### config.mk
export PLATFORM = sky130hd
export DESIGN_NAME = alu_exec
export DESIGN_NICKNAME = d
export VERILOG_FILES = /design/src/rtl/alu_exec.sv
export SDC_FILE = /design/constraint.sdc
export NUM_CORES = 1
export LEC_CHECK = 0
export ABC_AREA = 1
export ABC_CLOCK_PERIOD_IN_PS = 3600
export CORE_MARGIN = 8
export CORE_UTILIZATION = 28
export DETAILED_ROUTE_END_ITERATION = 16
export PLACE_DENSITY = 0.52
export SYNTH_ARGS = -nofsm -noshare
export SYNTH_HDL_FRONTEND = slang
export SYNTH_SLANG_ARGS = --single-unit
### constraint.sdc
create_clock -name clk -period 3.6 [get_ports clk]
set_input_delay 1.08 -clock clk [delete_from_list [all_inputs] [get_ports clk]]
set_output_delay 1.08 -clock clk [all_outputs]
set_load 0.03 [all_outputs]
### src/rtl/alu_exec.sv
// Execution stage for one ALU reservation-station slot: accepts a ready entry,
// executes it, then broadcasts on the CDB or reports a branch outcome.
// Optional macro ALU_FAST_SHIFT_EN selects a single-cycle barrel shifter.
module alu_exec #(
  parameter int                 TAG_W    = 4,
  parameter logic [TAG_W-1:0]   UNLOCKED = '0,
  parameter int                 OP_W     = 4
) (
  input  logic             clk,
  input  logic             rst,
  input  logic             rdy,
  input  logic             flush,
  input  logic             rs_busy,
  input  logic [31:0]      rs_pc,
  input  logic [OP_W-1:0]  rs_op,
  input  logic [TAG_W-1:0] rs_tagx,
  input  logic [TAG_W-1:0] rs_tagy,
  input  logic [31:0]      rs_datax,
  input  logic [31:0]      rs_datay,
  input  logic [31:0]      rs_imm,
  input  logic [TAG_W-1:0] rs_tagw,
  input  logic [4:0]       rs_target,
  output logic             exec_busy,
  output logic             cdb_req,
  input  logic             cdb_grant,
  output logic [31:0]      cdb_data,
  output logic [TAG_W-1:0] cdb_tag,
  output logic [4:0]       cdb_target,
  output logic             br_valid,
  output logic             br_taken,
  output logic [31:0]      br_pc,
  output logic [31:0]      br_dest
);

`ifdef ALU_FAST_SHIFT_EN
  localparam bit FAST_SHIFT = 1'b1;
`else
  localparam bit FAST_SHIFT = 1'b0;
`endif

  localparam logic [OP_W-1:0] OP_ADD  = OP_W'(0);
  localparam logic [OP_W-1:0] OP_SUB  = OP_W'(1);
  localparam logic [OP_W-1:0] OP_SLL  = OP_W'(2);
  localparam logic [OP_W-1:0] OP_SLT  = OP_W'(3);
  localparam logic [OP_W-1:0] OP_SLTU = OP_W'(4);
  localparam logic [OP_W-1:0] OP_XOR  = OP_W'(5);
  localparam logic [OP_W-1:0] OP_SRL  = OP_W'(6);
  localparam logic [OP_W-1:0] OP_SRA  = OP_W'(7);
  localparam logic [OP_W-1:0] OP_OR   = OP_W'(8);
  localparam logic [OP_W-1:0] OP_AND  = OP_W'(9);
  localparam logic [OP_W-1:0] OP_BEQ  = OP_W'(10);
  localparam logic [OP_W-1:0] OP_BNE  = OP_W'(11);
  localparam logic [OP_W-1:0] OP_BLT  = OP_W'(12);
  localparam logic [OP_W-1:0] OP_BGE  = OP_W'(13);
  localparam logic [OP_W-1:0] OP_BLTU = OP_W'(14);
  localparam logic [OP_W-1:0] OP_BGEU = OP_W'(15);

  typedef enum logic [1:0] {S_IDLE, S_SHIFT, S_WAITCDB} state_t;

  state_t state, state_nxt;

  logic              accept;
  logic [OP_W-1:0]   op_p1;
  logic [4:0]        cnt_p1;
  logic [31:0]       result_p1;
  logic [TAG_W-1:0]  tagw_p1;
  logic [4:0]        target_p1;
  logic              br_vld_p1;
  logic              br_taken_p1;
  logic [31:0]       br_pc_p1;
  logic [31:0]       br_dest_p1;

  function automatic logic is_branch(input logic [OP_W-1:0] op);
    case (op)
      OP_BEQ, OP_BNE, OP_BLT, OP_BGE, OP_BLTU, OP_BGEU: is_branch = 1'b1;
      default:                                          is_branch = 1'b0;
    endcase
  endfunction

  function automatic logic is_shift(input logic [OP_W-1:0] op);
    case (op)
      OP_SLL, OP_SRL, OP_SRA: is_shift = 1'b1;
      default:                is_shift = 1'b0;
    endcase
  endfunction

  // Iterative mode loads the unshifted operand here; SHIFT then walks it.
  function automatic logic [31:0] alu_result(input logic [OP_W-1:0] op,
                                             input logic [31:0] x,
                                             input logic [31:0] y);
    logic signed [31:0] sx;
    logic signed [31:0] sy;
    sx = x;
    sy = y;
    alu_result = x;
    case (op)
      OP_ADD:  alu_result = x + y;
      OP_SUB:  alu_result = x - y;
      OP_SLT:  alu_result = {31'd0, sx < sy};
      OP_SLTU: alu_result = {31'd0, x < y};
      OP_XOR:  alu_result = x ^ y;
      OP_OR:   alu_result = x | y;
      OP_AND:  alu_result = x & y;
      OP_SLL:  if (FAST_SHIFT) alu_result = x << y[4:0];
      OP_SRL:  if (FAST_SHIFT) alu_result = x >> y[4:0];
      OP_SRA:  if (FAST_SHIFT) alu_result = sx >>> y[4:0];
      default: alu_result = x;
    endcase
  endfunction

  function automatic logic br_eval(input logic [OP_W-1:0] op,
                                   input logic [31:0] x,
                                   input logic [31:0] y);
    logic signed [31:0] sx;
    logic signed [31:0] sy;
    sx = x;
    sy = y;
    case (op)
      OP_BEQ:  br_eval = (x == y);
      OP_BNE:  br_eval = (x != y);
      OP_BLT:  br_eval = (sx < sy);
      OP_BGE:  br_eval = (sx >= sy);
      OP_BLTU: br_eval = (x < y);
      OP_BGEU: br_eval = (x >= y);
      default: br_eval = 1'b0;
    endcase
  endfunction

  function automatic logic [31:0] shift_step(input logic [OP_W-1:0] op,
                                             input logic [31:0] v);
    case (op)
      OP_SLL:  shift_step = {v[30:0], 1'b0};
      OP_SRL:  shift_step = {1'b0, v[31:1]};
      OP_SRA:  shift_step = {v[31], v[31:1]};
      default: shift_step = v;
    endcase
  endfunction

  assign accept = (state == S_IDLE) && rs_busy && !flush &&
                  (rs_tagx == UNLOCKED) && (rs_tagy == UNLOCKED);

  always_ff @(posedge clk) begin
    if (rst)      state <= S_IDLE;
    else if (rdy) state <= state_nxt;
  end

  always_comb begin
    state_nxt = state;
    if (flush) begin
      state_nxt = S_IDLE;
    end else begin
      case (state)
        S_IDLE: begin
          if (accept) begin
            if (is_branch(rs_op))                    state_nxt = S_IDLE;
            else if (is_shift(rs_op) && !FAST_SHIFT) state_nxt = S_SHIFT;
            else                                     state_nxt = S_WAITCDB;
          end
        end
        S_SHIFT:   if (cnt_p1 <= 5'd1) state_nxt = S_WAITCDB;
        S_WAITCDB: if (cdb_grant)      state_nxt = S_IDLE;
        default:   state_nxt = S_IDLE;
      endcase
    end
  end

  // Stage p1: entry latched at accept; result refined in SHIFT, held in WAITCDB.
  always_ff @(posedge clk) begin
    if (rst) begin
      result_p1   <= '0;
      tagw_p1     <= '0;
      target_p1   <= '0;
      br_vld_p1   <= 1'b0;
      br_taken_p1 <= 1'b0;
      br_pc_p1    <= '0;
      br_dest_p1  <= '0;
    end else if (rdy) begin
      br_vld_p1 <= 1'b0;
      if (accept) begin
        op_p1     <= rs_op;
        cnt_p1    <= rs_datay[4:0];
        tagw_p1   <= rs_tagw;
        target_p1 <= rs_target;
        if (is_branch(rs_op)) begin
          br_vld_p1   <= 1'b1;
          br_taken_p1 <= br_eval(rs_op, rs_datax, rs_datay);
          br_pc_p1    <= rs_pc;
          br_dest_p1  <= rs_pc + rs_imm;
        end else begin
          result_p1 <= alu_result(rs_op, rs_datax, rs_datay);
        end
      end else if (state == S_SHIFT && !flush && cnt_p1 != 5'd0) begin
        result_p1 <= shift_step(op_p1, result_p1);
        cnt_p1    <= cnt_p1 - 5'd1;
      end
    end
  end

  always_comb begin
    cdb_req    = (state == S_WAITCDB);
    exec_busy  = (state != S_IDLE);
    br_valid   = br_vld_p1 && rdy;
    br_taken   = br_taken_p1;
    br_pc      = br_pc_p1;
    br_dest    = br_dest_p1;
    cdb_data   = result_p1;
    cdb_tag    = tagw_p1;
    cdb_target = target_p1;
  end

endmodule

==> results of run 1 <==
layout by cell type (no fill, tap or decap), drive strengths merged, types with 23 or more instances in the layout:
| cell | count |
|---|---|
| buf | 277 |
| clkdlybuf4s50 | 263 |
| nor3 | 23 |
| a21oi | 176 |
| inv | 431 |
| nor2 | 328 |
| nand2 | 583 |
| o21ai | 152 |
| dfxtp | 109 |
| nand4 | 24 |
| nand3 | 172 |
| a211oi | 46 |
| ha | 134 |
sequential cells by signal (all words and copies together), names as in the netlist:
register	cells
br_dest	32
br_pc	32
cdb_data	32
cdb_target	5
cnt_p1	5
cdb_tag	4
op_p1	4
state	2
br_taken	1
br_vld_p1	1
critical path: stages:
cell,delay [ps]
clkdlybuf4s50_1,510
inv_1,70
ha_1,420
nand2_1,100
nand2_1,110
buf_4,150
nand2_1,60
nand2_1,100
a21oi_1,320
nand2_1,210
nand2_1,160
nand2_1,70
nand2_1,60
nand3_1,60
nand3_1,80
nand2_1,100
a21oi_1,130
layout make-up:
| cell class | count | share of cell area, % |
|---|---|---|
| clock inverters | 14 | 0.707 |
| flip-flops and latches | 118 | 12.6 |
| clock buffers | 18 | 2.31 |
| multi-input cells | 1756 | 47.3 |
| well taps | 622 | 4.00 |
| repair buffers | 540 | 24.8 |
| inverters | 427 | 8.24 |
layer usage:
| layer | part of all wire (%) | up-vias | global-route usage (%) |
|---|---|---|---|
| li1 | - | 8575 | - |
| met1 | 45 | 7909 | 29.8 |
| met2 | 45 | 536 | 38.1 |
| met3 | 5.8 | 103 | 4.27 |
| met4 | 3.9 | 0 | 8.95 |
| met5 | 0 | - | 0 |
worst max path at each step:
stage / startpoint / to / slack (ps)
floorplan: rs_datax[0] / br_taken / 750
global placement: rs_datax[7] / cdb_data[12] / -410
detailed placement: rs_datax[7] / cdb_data[12] / -470
CTS: rs_datax[7] / cdb_data[12] / 90
global route: rs_datax[20] / cdb_data[27] / 30
finish: rs_datax[7] / cdb_data[30] / 170
cell families after synthesis:
kind of cell | share of synthesized area, %
and+or+nand+nor | 34.7
buffers and inverters | 14.6
AOI/OAI and AO/OA | 18.7
adders and majority gates | 12.7
DFF | 18.0
xor gates and xnor gates | 1.35
power by group through the flow:
stage	registers (µW)	logic [µW]	clock network, µW
6_report	1330	1960	1770
3_5_place_dp	1360	1920	0
2_1_floorplan	1360	974	0
3_3_place_gp	1360	1930	0
5_1_grt	1330	2140	1860
4_1_cts	1330	1940	1810
timing repair:
action,CTS,global route
gates resized for setup,1,1
hold buffers,0,0
pin swaps,0,0
setup endpoints to repair,1,1
stage by stage:
| stage | std cells | power, µW |
|---|---|---|
| 5_1_grt | 3495 | 5330 |
| 6_report | 3495 | 5050 |
| 3_5_place_dp | 3463 | 3280 |
| 4_1_cts | 3495 | 5070 |
| 2_1_floorplan | 2386 | 2340 |
| 3_3_place_gp | 3463 | 3290 |
==> qor.txt, run 1 <==
Cell Area, Synth -> 0.0136 mm²
DRT iter0 DRCs -> 1,130
Via Count -> 17.1k
R2R depth -> 10
worst r2r src -> state[1]
Clock Sinks -> 118
worst setup margin -> 169 ps
Ys Warns -> 0
Worst-Margin Slew -> 607 ps
Synth top area share -> 16.0%
Pint -> 3150 µW
hold depth -> 2
Yosys reg bits -> 118
net switching power figure -> 1910 µW
max-slew violation count -> 0
layout cell share with drive strength beyond 1 -> 11.6%
die width -> 237 µm
die height -> 237 µm
Port Buf Inserts -> 263
final cycle utilization of the critical path -> 95.3%
Synth Flop Type -> dfxtp_1
# rows -> 81
fin nets -> 3,152
Slew HR -> 59.5%
FF-to-FF End -> cdb_data[18]
Flop pwr share -> 26.3%
Post-Synthesis Cells -> 2,386
Clk Latency, worst-skew pair -> 450 ps
count of filler cells inserted in the layout -> 5,281
Worst Hold Margin -> 480 ps
root buffer cell -> clkbuf_16
Synth-to-Final Area Change -> 42.7%
Core Box Area -> 0.0485 mm²
largest net degree at the start of global routing -> 62
final hold vios -> 0
clock network fraction of design power -> 35.0%
max-cap violations -> 0
Hold Path Class -> reg -> reg
IO Count -> 264
startpoint types -> input pin
Final Util -> 40.1%
Initial Util -> 28.1%
first-pass GRT wire length -> 101,000 µm
initial antenna violation count -> 0
CP arrival -> 3810 ps
status -> finished, final reports clean
leakage -> 0.00994 µW
Hold Path End -> br_vld_p1
Tmin final -> 3430 ps
CP max FO -> 7
most frequent cell after synthesis -> nand2_1
Final Wtd Congestion -> 0.978
total track usage -> 23.2%
die area -> 0.0560 mm²
CTS tree -> done
CP required -> 3980 ps
register area -> 0.00245 mm²
Synth top cells by count -> nand2_1, inv_1, nor2_1
final wirelength -> 66,900 µm
Clk pin slew, worst setup/hold paths -> 60 ps
Post-synth EDFFs -> 9
fmax -> 0.291 GHz
residual DRC count -> 0
ys async rst share -> 0%
dpl hpwl -> 55,400 µm
Combinational Power Share -> 38.7%
Detailed Routing Iterations Pass 1 -> 5
CTS HTree Levels -> 4
vias in the first global route -> 16.9k
Area contributors post-synth -> dfxtp_1, nand2_1, ha_1, inv_1, nor2_1
Crit. End Element -> register
total gr overflow -> 0
DRT antenna net count -> 0
beginning of the worst hold path -> br_vld_p1
post-synth cell types -> 48
Pwr Density -> 260 mW/mm²
cell taking the most area after synthesis -> dfxtp_1
Final Skew -> 18.1 ps
final setup TNS -> 0 ps
Setup violations, final -> 0
switching share of total power -> 37.7%
RSZ-0062 raised after global routing -> false
Peak VDD IR -> 0.255 mV
sequential share of the synthesized area -> 18.0%
total CTS buffers -> 17
ant diodes -> 0
critical path type -> in -> reg
pre-CTS setup slack -> -470 ps
mean post-synth cell area -> 5.72 µm²
Cell Area, Placed -> 0.0189 mm²
reg2reg setup slack -> 1410 ps
Clock Tree Buf Depth -> 2
post-synth net total -> 2,678
Post-CTS Setup Inserts -> 0
vias per inst -> 4.90
multi-input logic area -> 0.00921 mm²
Design Area, Final -> 0.0195 mm²
post-DR wirelength/cell -> 19.1 µm
(Power assumes the default switching activity.)
==> run 2, diff against run 1 <==
- ABC_CLOCK_PERIOD_IN_PS: 3600 -> 4400
- PLACE_DENSITY: 0.52 -> 0.44
- clock period: 3.6 -> 4.4 ns (I/O delays scaled with it)
==> qor.txt, run 2 (same netlist as run 1, synthesis figures left out) <==
largest net degree at the start of global routing -> 63 (was 62)
Most common cell on crit path -> clkdlybuf4s50_1 (was nand2_1)
leakage -> 0.00877 µW (was 0.00994 µW)
Final Skew -> 13.4 ps (was 18.1 ps)
Worst-Margin Slew -> 864 ps (was 607 ps)
vias in the first global route -> 15.5k (was 16.9k)
delay of the slowest critical-path stage -> 710 ps (was 510 ps)
max-slew violation count -> 0 (unchanged)
initial antenna violation count -> 1 (was 0)
DRT iter0 DRCs -> 1,197 (was 1,130)
residual DRC count -> 0 (unchanged)
die height -> 237 µm (unchanged)
Peak VDD IR -> 0.169 mV (was 0.255 mV)
Setup violations, final -> 0 (unchanged)
Design Area, Final -> 0.0176 mm² (was 0.0195 mm²)
DRT antenna net count -> 0 (unchanged)
# resized after CTS -> 0 (was 1)
CP required -> 3080 ps (was 3980 ps)
dpl hpwl -> 52,600 µm (was 55,400 µm)
Cell Area, Placed -> 0.0170 mm² (was 0.0189 mm²)
IO Count -> 264 (unchanged)
commonest non-fill, non-tap cell in the layout -> nand2_1 (unchanged)
Crit. End Element -> output pin (was register)
Crit-path slowest cell -> clkdlybuf4s50_1 (unchanged)
final setup TNS -> 0 ps (unchanged)
Slew HR -> 42.4% (was 59.5%)
vias per inst -> 4.92 (was 4.90)
total gr overflow -> 0 (unchanged)
status -> finished, final reports clean (unchanged)
root buffer cell -> clkbuf_16 (unchanged)
Clock Sinks -> 118 (unchanged)
Port Buf Inserts -> 263 (unchanged)
CP arrival -> 2610 ps (was 3810 ps)
layout cell share with drive strength beyond 1 -> 3.75% (was 11.6%)
Final Wtd Congestion -> 0.961 (was 0.978)
final cycle utilization of the critical path -> 89.4%
CTS HTree Levels -> 4 (unchanged)
first-pass GRT wire length -> 95,600 µm (was 101,000 µm)
crit-path cells -> clkdlybuf4s50_1 -> nand2_1 -> inv_1 -> clkdlybuf4s50_1 (was clkdlybuf4s50_1 -> inv_1 -> ha_1 -> nand2_1 -> nand2_1 -> buf_4 -> nand2_1 -> nand2_1 -> a21oi_1 -> nand2_1 -> nand2_1 -> nand2_1 -> nand2_1 -> nand3_1 -> nand3_1 -> nand2_1 -> a21oi_1)
Clock Tree Buf Depth -> 2 (unchanged)
Worst path top cell family by delay -> buffers and inverters (was simple AND/OR/NAND/NOR gates)
Post-CTS Setup Inserts -> 0 (unchanged)
Core Box Area -> 0.0485 mm² (unchanged)
Synth-to-Final Area Change -> 29.3% (was 42.7%)
die width -> 237 µm (unchanged)
Initial Util -> 28.1% (unchanged)
Via Count -> 16.1k (was 17.1k)
Clk Latency, worst-skew pair -> 440 ps (was 450 ps)
CP max FO -> 2 (was 7)
commonest non-fill, non-tap cells in the layout -> nand2_1, inv_1, nor2_1 (unchanged)
Pwr Density -> 223 mW/mm² (was 260 mW/mm²)
# rows -> 81 (unchanged)
die area -> 0.0560 mm² (unchanged)
critical path type -> in -> out (was in -> reg)
fmax -> 0.254 GHz
Final Util -> 36.3% (was 40.1%)
final hold vios -> 0 (unchanged)
total track usage -> 22.1% (was 23.2%)
power consumption -> 3930 µW (was 5050 µW)
fin nets -> 2,918 (was 3,152)
RSZ-0062 raised after global routing -> false (unchanged)
post-DR wirelength/cell -> 19.6 µm (was 19.1 µm)
Detailed Routing Iterations Pass 1 -> 5 (unchanged)
CTS hold repair buffers -> 0 (unchanged)
Clk pin slew, worst setup/hold paths -> 60 ps (about the same)
Hold Path Class -> reg -> reg (unchanged)
startpoint types -> input pin (unchanged)
total CTS buffers -> 17 (unchanged)
final wirelength -> 64,000 µm (was 66,900 µm)
WP buf/inv -> 3 (unchanged)
reg2reg setup slack -> 1790 ps (was 1410 ps)
max-cap violations -> 0 (unchanged)
Tmin final -> 3930 ps
CTS tree -> done (unchanged)
-- run 2: cell types whose count changed in the layout (fill, tap and decap cells not counted), sizes merged --
cell | before | now
clkinvlp | 1 | 4
inv | 431 | 425
bufinv | 1 | 3
buf | 277 | 43
diode | 0 | 1
clkbuf | 18 | 21
clkinv | 8 | 6
-- run 2: area by class of cell --
class,instances,area (µm²)
multi-input combinational,1756,9210
sequential,118,2450
clock buffer,21,472
clock inverter,11,148
fill,5398,30900
inverter,427,1600
timing repair buffer,306,2970
antenna,1,2.50
tap,622,778
-- run 2: final timing paths --
kind              cells past startpoint           end  startpoint
setup reg to reg                      8  cdb_data[29]    op_p1[1]
hold reg to reg                       2     br_vld_p1   br_vld_p1
hold / removal                        2     br_vld_p1   br_vld_p1
setup / recovery                      4      br_valid         rdy
-- run 2: report_power, final --
| part | internal (µW) | leakage [µW] | switching, µW |
|---|---|---|---|
| Combinational | 478 | 0.00752 | 859 |
| Clock | 939 | 0.000290 | 565 |
| Sequential | 1090 | 0.000959 | 4.53 |
-- run 2: metal layers --
| metal | up-vias | track usage (%) | part of all wire (%) |
|---|---|---|---|
| met5 | - | 0 | 0 |
| met4 | 0 | 6.70 | 2.9 |
| met3 | 73 | 5.08 | 7.2 |
| met2 | 528 | 35.6 | 45 |
| met1 | 7352 | 28.9 | 45 |
| li1 | 8109 | - | - |
-- run 2: worst register-to-register path, delay by kind of cell (launching register included) --
| kind | cells | cell delay [ps] |
|---|---|---|
| buf+inv | 3 | 1250 |
| flops | 1 | 400 |
| simple gates | 3 | 390 |
| compound gates | 2 | 510 |
-- run 2: per-stage QoR --
stage | hold slack (ps) | cells | setup slack (ps)
after floorplan | 446 | 2386 | 1310
after global routing | 508 | 3262 | 326
after detailed placement | 463 | 3229 | 186
after CTS | 472 | 3261 | 458
final | 471 | 3262 | 468
after global placement | 456 | 3229 | 203
==> run 3, diff against run 2 <==
- ABC_CLOCK_PERIOD_IN_PS: 4400 -> default
==> results of run 3 <==
The final DEF is identical to that of run 2; final timing and power are the same.
